[config.mk]
export PLATFORM = sky130hd
export DESIGN_NAME = phase_marker_encoder_flat
export DESIGN_NICKNAME = d
export VERILOG_FILES = /design/src/rtl/marker_pkg.sv /design/src/rtl/phase_marker_encoder_if.sv /design/src/rtl/marker_fifo.sv /design/src/rtl/phase_marker_encoder.sv /design/src/flat_wrapper.sv
export SDC_FILE = /design/constraint.sdc
export NUM_CORES = 1
export LEC_CHECK = 0
export CAP_MARGIN = 40
export CORE_MARGIN = 2
export CORE_UTILIZATION = 46
export DETAILED_ROUTE_END_ITERATION = 8
export GPL_TIMING_DRIVEN = 0
export PLACE_DENSITY_LB_ADDON = 0.08
export SETUP_SLACK_MARGIN = 0.05
export SLEW_MARGIN = 20
export SYNTH_ARGS = -nofsm -noshare
export SYNTH_HDL_FRONTEND = slang
export SYNTH_SLANG_ARGS = --single-unit
export TNS_END_PERCENT = 50
[constraint.sdc]
create_clock -name clock -period 2.2 [get_ports clock]
set_input_delay 0.44 -clock clock [delete_from_list [all_inputs] [get_ports clock]]
set_output_delay 0.44 -clock clock [all_outputs]
set_load 0.005 [all_outputs]
[src/rtl/marker_pkg.sv]
// Shared phase-marker encoding: phase ids, opcode fields and the marker word builder.
// The commit-side event monitor decodes words produced by encode_marker().
package marker_pkg;

    typedef enum logic [2:0] {
        PH_VCTM  = 3'd0,
        PH_DELAY = 3'd1,
        PH_TEXE  = 3'd2,
        PH_LEAK  = 3'd3,
        PH_INIT  = 3'd4,
        PH_BIM   = 3'd5,
        PH_TRAIN = 3'd6
    } phase_e;

    localparam logic [6:0] MARKER_OPC    = 7'h13;
    localparam logic [2:0] MARKER_F3     = 3'b010;
    localparam logic [2:0] PHASE_ILLEGAL = 3'd7;

    // slti x0, x0, {phase, is_end}: architecturally a no-op, visible at commit
    function automatic logic [31:0] encode_marker(input logic [2:0] phase, input logic is_end);
        logic [11:0] imm;
        imm = {8'd0, phase, is_end};
        return {imm, 5'd0, MARKER_F3, 5'd0, MARKER_OPC};
    endfunction

endpackage

[src/rtl/phase_marker_encoder_if.sv]
// Request, upstream-instruction and frontend handshakes of the phase-marker encoder.
interface phase_marker_encoder_if;

    logic        req_valid;
    logic        req_ready;
    logic [2:0]  req_phase;
    logic        req_end;

    logic        in_valid;
    logic        in_ready;
    logic [31:0] in_inst;

    logic        out_valid;
    logic        out_ready;
    logic [31:0] out_inst;
    logic        out_is_marker;

    modport master (
        output req_valid, req_phase, req_end, in_valid, in_inst, out_ready,
        input  req_ready, in_ready, out_valid, out_inst, out_is_marker
    );

    modport slave (
        input  req_valid, req_phase, req_end, in_valid, in_inst, out_ready,
        output req_ready, in_ready, out_valid, out_inst, out_is_marker
    );

endinterface

[src/rtl/marker_fifo.sv]
// Synchronous FIFO of 4-bit marker codes with an occupancy count; FIFO_DEPTH must be a power of two.
module marker_fifo #(
    parameter int FIFO_DEPTH = 4
) (
    input  logic                        clock,
    input  logic                        reset,
    input  logic                        push,
    input  logic [3:0]                  din,
    input  logic                        pop,
    output logic [3:0]                  dout,
    output logic [$clog2(FIFO_DEPTH):0] count
);

    localparam int AW = $clog2(FIFO_DEPTH);

    logic [3:0]    mem [FIFO_DEPTH];
    logic [AW-1:0] wr_ptr;
    logic [AW-1:0] rd_ptr;

    // pointers wrap naturally because the depth is a power of two
    always_ff @(posedge clock or negedge reset) begin
        if (!reset) begin
            wr_ptr <= '0;
            rd_ptr <= '0;
            count  <= '0;
        end else begin
            if (push) wr_ptr <= wr_ptr + 1'b1;
            if (pop)  rd_ptr <= rd_ptr + 1'b1;
            case ({push, pop})
                2'b10:   count <= count + 1'b1;
                2'b01:   count <= count - 1'b1;
                default: ;
            endcase
        end
    end

    always_ff @(posedge clock) begin
        if (push) mem[wr_ptr] <= din;
    end

    assign dout = mem[rd_ptr];

endmodule

[src/rtl/phase_marker_encoder.sv]
// Splices queued phase-marker words into the upstream instruction stream, stalling the source meanwhile.
// Optional build macro MARKER_PAIR_CHECK_EN adds START/END pairing tracking (open_mask, err_unpaired).
module phase_marker_encoder
    import marker_pkg::*;
#(
    parameter int FIFO_DEPTH = 4,
    parameter int CNT_W      = 16
) (
    input  logic                  clock,
    input  logic                  reset,
    phase_marker_encoder_if.slave bus,
    output logic [CNT_W-1:0]      marker_cnt,
    output logic                  err_illegal
`ifdef MARKER_PAIR_CHECK_EN
    ,
    output logic [6:0]            open_mask,
    output logic                  err_unpaired
`endif
);

    localparam int              CW      = $clog2(FIFO_DEPTH) + 1;
    localparam logic [CW-1:0]   DEPTH_C = CW'(FIFO_DEPTH);

    logic [CW-1:0] fifo_count;
    logic [3:0]    head_code;
    logic [3:0]    req_code;
    logic          fifo_empty;
    logic          load_en;
    logic          req_fire;
    logic          req_illegal;
    logic          push;
    logic          pop;
    logic          deliver_marker;

    logic          vld_p1;
    logic [31:0]   inst_p1;
    logic          is_marker_p1;

    assign req_code       = {bus.req_phase, bus.req_end};
    assign fifo_empty     = (fifo_count == '0);
    assign load_en        = !vld_p1 || bus.out_ready;
    assign bus.req_ready  = (fifo_count < DEPTH_C);
    assign req_fire       = bus.req_valid && bus.req_ready;
    assign req_illegal    = (bus.req_phase == PHASE_ILLEGAL);
    assign push           = req_fire && !req_illegal;
    assign pop            = load_en && !fifo_empty;
    // a request pushed this cycle is not yet visible in the count, so it never blocks upstream
    assign bus.in_ready   = load_en && fifo_empty;
    assign deliver_marker = vld_p1 && bus.out_ready && is_marker_p1;

    marker_fifo #(
        .FIFO_DEPTH (FIFO_DEPTH)
    ) u_fifo (
        .clock (clock),
        .reset (reset),
        .push  (push),
        .din   (req_code),
        .pop   (pop),
        .dout  (head_code),
        .count (fifo_count)
    );

    // ---- p1: output holding register, markers take priority over upstream words
    always_ff @(posedge clock or negedge reset) begin
        if (!reset) begin
            vld_p1       <= 1'b0;
            inst_p1      <= '0;
            is_marker_p1 <= 1'b0;
        end else if (load_en) begin
            if (!fifo_empty) begin
                vld_p1       <= 1'b1;
                inst_p1      <= encode_marker(head_code[3:1], head_code[0]);
                is_marker_p1 <= 1'b1;
            end else if (bus.in_valid) begin
                vld_p1       <= 1'b1;
                inst_p1      <= bus.in_inst;
                is_marker_p1 <= 1'b0;
            end else begin
                vld_p1       <= 1'b0;
            end
        end
    end

    assign bus.out_valid     = vld_p1;
    assign bus.out_inst      = inst_p1;
    assign bus.out_is_marker = is_marker_p1;

    always_ff @(posedge clock or negedge reset) begin
        if (!reset) begin
            marker_cnt  <= '0;
            err_illegal <= 1'b0;
        end else begin
            if (deliver_marker)          marker_cnt  <= marker_cnt + 1'b1;
            if (req_fire && req_illegal) err_illegal <= 1'b1;
        end
    end

`ifdef MARKER_PAIR_CHECK_EN
    logic [2:0] dlv_phase;
    logic       dlv_end;
    logic [6:0] dlv_bit;
    logic       dlv_open;

    // phase and END flag sit in the immediate field of the delivered marker
    assign dlv_phase = inst_p1[23:21];
    assign dlv_end   = inst_p1[20];
    assign dlv_bit   = 7'd1 << dlv_phase;
    assign dlv_open  = |(open_mask & dlv_bit);

    always_ff @(posedge clock or negedge reset) begin
        if (!reset) begin
            open_mask    <= '0;
            err_unpaired <= 1'b0;
        end else if (deliver_marker) begin
            if (dlv_end) begin
                if (!dlv_open) err_unpaired <= 1'b1;
                open_mask <= open_mask & ~dlv_bit;
            end else begin
                if (dlv_open) err_unpaired <= 1'b1;
                open_mask <= open_mask | dlv_bit;
            end
        end
    end
`endif

endmodule

[src/flat_wrapper.sv]
// flat-port wrapper written by rule: the top's interface ports become plain ports
module phase_marker_encoder_flat import marker_pkg::*;
#(
    parameter int FIFO_DEPTH = 4,
    parameter int CNT_W      = 16
)
  (clock, reset, marker_cnt, err_illegal, bus_req_valid, bus_req_phase, bus_req_end, bus_in_valid, bus_in_inst, bus_out_ready, bus_req_ready, bus_in_ready, bus_out_valid, bus_out_inst, bus_out_is_marker);
  phase_marker_encoder_if bus_i ();
  input  logic clock;
  input  logic reset;
  output logic [CNT_W-1:0] marker_cnt;
  output logic err_illegal;
  input wire logic [$bits(bus_i.req_valid)-1:0] bus_req_valid;
  input wire logic [$bits(bus_i.req_phase)-1:0] bus_req_phase;
  input wire logic [$bits(bus_i.req_end)-1:0] bus_req_end;
  input wire logic [$bits(bus_i.in_valid)-1:0] bus_in_valid;
  input wire logic [$bits(bus_i.in_inst)-1:0] bus_in_inst;
  input wire logic [$bits(bus_i.out_ready)-1:0] bus_out_ready;
  output wire logic [$bits(bus_i.req_ready)-1:0] bus_req_ready;
  output wire logic [$bits(bus_i.in_ready)-1:0] bus_in_ready;
  output wire logic [$bits(bus_i.out_valid)-1:0] bus_out_valid;
  output wire logic [$bits(bus_i.out_inst)-1:0] bus_out_inst;
  output wire logic [$bits(bus_i.out_is_marker)-1:0] bus_out_is_marker;
  assign bus_i.req_valid = bus_req_valid;
  assign bus_i.req_phase = bus_req_phase;
  assign bus_i.req_end = bus_req_end;
  assign bus_i.in_valid = bus_in_valid;
  assign bus_i.in_inst = bus_in_inst;
  assign bus_i.out_ready = bus_out_ready;
  assign bus_req_ready = bus_i.req_ready;
  assign bus_in_ready = bus_i.in_ready;
  assign bus_out_valid = bus_i.out_valid;
  assign bus_out_inst = bus_i.out_inst;
  assign bus_out_is_marker = bus_i.out_is_marker;
  phase_marker_encoder #(.FIFO_DEPTH(FIFO_DEPTH), .CNT_W(CNT_W)) u_core (.clock(clock), .reset(reset), .bus(bus_i), .marker_cnt(marker_cnt), .err_illegal(err_illegal));
endmodule
==> impl_metrics.yaml <==
cells_and_area:
  regArea_um2: 1932
  multi_input_area_um2: 985.9
  n_antenna_cell: 0
  layout-drive-gt1-share_pct: 10.91
  final_area_um2: 4335
  nFillCells: 487
  area_growth_pct: 45.10
  nets: 373
  post-route-util_pct: 68.67
floorplanning:
  die_h_um: 84.60
  core_um2: 6314
  die_x_um: 84.60
  fp-row-count: 29
  design.portCount: 94
  start_util_pct: 47.32
  fp.dieArea_um2: 7156
power_and_ir_drop:
  leakagePower_nw: 1.838
  power.total_mw: 4.573
  pwr-share-seq_pct: 41.5
  switchingPower_mw: 1.257
  power_density_nw_per_um2: 1055
  pwr-share-comb_pct: 29.9
  peakVddDrop_v: 0.0006482
  switching_share_pct: 27.48
  pwr-share-clk_pct: 28.5
  intPower_mw: 3.317
setup_path:
  crit_fanout: 9
  slowest_delay_ps: 410
  cp-startpoint: "u_core.u_fifo.count[0]"
  crit_chain: "or3_1 > buf_6 > nor2_1 > clkdlybuf4s15_1"
  crit_required_ps: 1760
  cp-start-kind: "register"
  critPathSlowestCell: "dfrtp_1"
  cp.arrival_ps: 1610
  crit_path_end_kind: "output pin"
  crit-reg2reg-launch: "u_core.u_fifo.count[2]"
  worst-path-buf-inv: 2
  crit_type: "reg -> out"
  path_delay_family: "simple AND/OR/NAND/NOR gates"
sta:
  worstMarginPinSlew_ps: 685.7
  fmax_ghz: 0.4872
  rsz0062_at_grt: "true"
  hold_violations: 0
  period_share_pct: 93.30
  fin_worst_hold_slack_ps: 475.5
  fin_crit_ps: 2053
  fin_skew_ps: 6.008
  finalSetupViolCount: 0
  fin_ws_ps: 147.4
  slew_violations: 0
  max_slew_margin_pct: 53.86
status:
  status: "completed"
global_routing:
  grt_pass1_wl_mm: 10.58
  grt_use_total_pct: 19.05
  grt_start_max_net_pins: 36
  antenna_found_initial: 0
  grt_pass1_vias: 2114
  grt_overflow: 0
route:
  avgViaCountPerCell: 5.076
  via_count: 2066
  drc_errors: 0
  final_antenna_net_count: 0
  wl_per_cell_um: 15.61
  drt_pass1_iterations: 4
  drt_wl_total_mm: 6.355
  drt_iter0_markers: 70
run:
  maxCapViolCount: 0
logic_synthesis:
  synth_edf_count: 16
  ys_types: 34
  yosysTopAreaCellShare_pct: 48.58
  synth_top_area_cell: "dfrtp_1"
  synthArstFlopShare_pct: 78.38
  synth_seq_area_share_pct: 64.66
  syn_area_um2: 2988
  syn_inst: 215
  ys_dominant_reg_cell: "dfrtp_1"
  ys_top_cells_by_count: "dfrtp_1, a22o_1, xnor2_1"
  synth.area.top_cells: "dfrtp_1, edfxtp_1, a22o_1"
  syn_nets: 263
  yosys_register_bits: 74
  yosysWarningCount: 0
  syn_avg_cell_area_um2: 13.90
  synth.most_common_cell: "dfrtp_1"
clock_tree:
  cts-root-buf: "clkbuf_8"
  clk_path_buf_depth: 2
  cts_sinks: 74
  clkTransAtPathRegs_ps: 70
  clkLatencyLatePin_ps: 340
  htree_levels: 3
  numCtsBuffers: 9
  cts_tree: "built"
place:
  place_area_um2: 4033
  dp_hpwl_mm: 4.782
  place_ws_ps: -549.5
  portBuffers: 93
  gp_congestion: 0.7186
worst_hold_path:
  hp-class: "reg -> reg"
  worstHoldStart: "u_core.marker_cnt[15]"
==> path summary, 6_finish.rpt <==
path	endpoint	slack [ps]	cells after the start
worst max-delay path	bus_in_ready	150	4
worst min-delay path	u_core.marker_cnt[15]	480	1
worst max register to register	u_core.u_fifo.count[2]	250	10
worst min register to register	u_core.marker_cnt[15]	480	1
max in group asynchronous	u_core.bus.out_inst[4]	1160	3
min in group asynchronous	u_core.marker_cnt[3]	560	2
==> sequential cells by signal, summed over array words and instances (netlist names) <==
name	flops
u_core.u_fifo.rd_ptr	2
u_core.err_illegal	1
u_core.u_fifo.mem	16
u_core.u_fifo.wr_ptr	2
u_core.bus.out_valid	1
u_core.bus.out_inst	32
u_core.u_fifo.count	3
u_core.bus.out_is_marker	1
u_core.marker_cnt	16
==> cell usage in the layout (no fill, tap or decap), types with 7 or more instances in the layout <==
cell              n
a21oi_1           8
nand3_1           7
edfxtp_1         16
inv_1             8
xnor2_1          17
nand2_1          13
a22o_1           24
clkbuf_8          9
nor2_1            9
dfrtp_1          58
clkdlybuf4s50_1  87
==> cell type report <==
type                    count  share of cell area [%]
flip-flops and latches     74                   44.56
repair buffers             99                   22.86
multi-input cells         126                   22.74
clock buffers              11                   3.521
clock inverters             5                   2.280
well taps                  77                   2.222
plain buffers               7                   1.126
inverters                   8                  0.6926
==> per-layer routing <==
layer | wire length, um | global-route usage [%]
met4 | 123 | 9.380
met2 | 3154 | 30.28
met1 | 2838 | 25.23
met5 | 0 | 0
met3 | 237 | 3.638
==> repair_timing <==
item | in CTS | in global routing
gates resized for setup | 7 | 5
hold buffers | 1 | 0
pin swaps | 0 | 1
setup endpoints to repair | 3 | 2
endpoints found under the hold margin | 23 | 0
setup buffers | 1 | 3
==> per-stage QoR <==
| step | std cells | setup TNS, ps |
|---|---|---|
| floorplan | 215 | 0 |
| global placement | 385 | -68730 |
| detailed placement | 386 | -1164 |
| CTS | 404 | 0 |
| global route | 407 | 0 |
| finish | 407 | 0 |
==> cell families (layout without fill, tap and decap cells) <==
kind of cell / after synthesis / after routing / share of synthesized area, %
flip-flops: 74 / 74 / 64.66
XOR/XNOR: 21 / 21 / 6.156
AO/OA/AOI/OAI: 40 / 40 / 10.85
buffers and inverters: 15 / 130 / 2.597
adder cells (fa/ha/maj): 7 / 7 / 3.183
multiplexers: 7 / 7 / 4.104
AND/OR/NAND/NOR: 51 / 51 / 8.459
==> power groups by stage <==
stage               Combinational (mW)  Sequential, mW  Clock (mW)
finish                            1.37            1.90        1.31
floorplan                        0.702            1.90           0
global placement                  1.30            1.92           0
CTS                               1.36            1.91        1.34
global route                      1.52            1.94        1.40
detailed placement                1.34            1.93           0
Note: power is estimated with default switching activity, not from simulation.
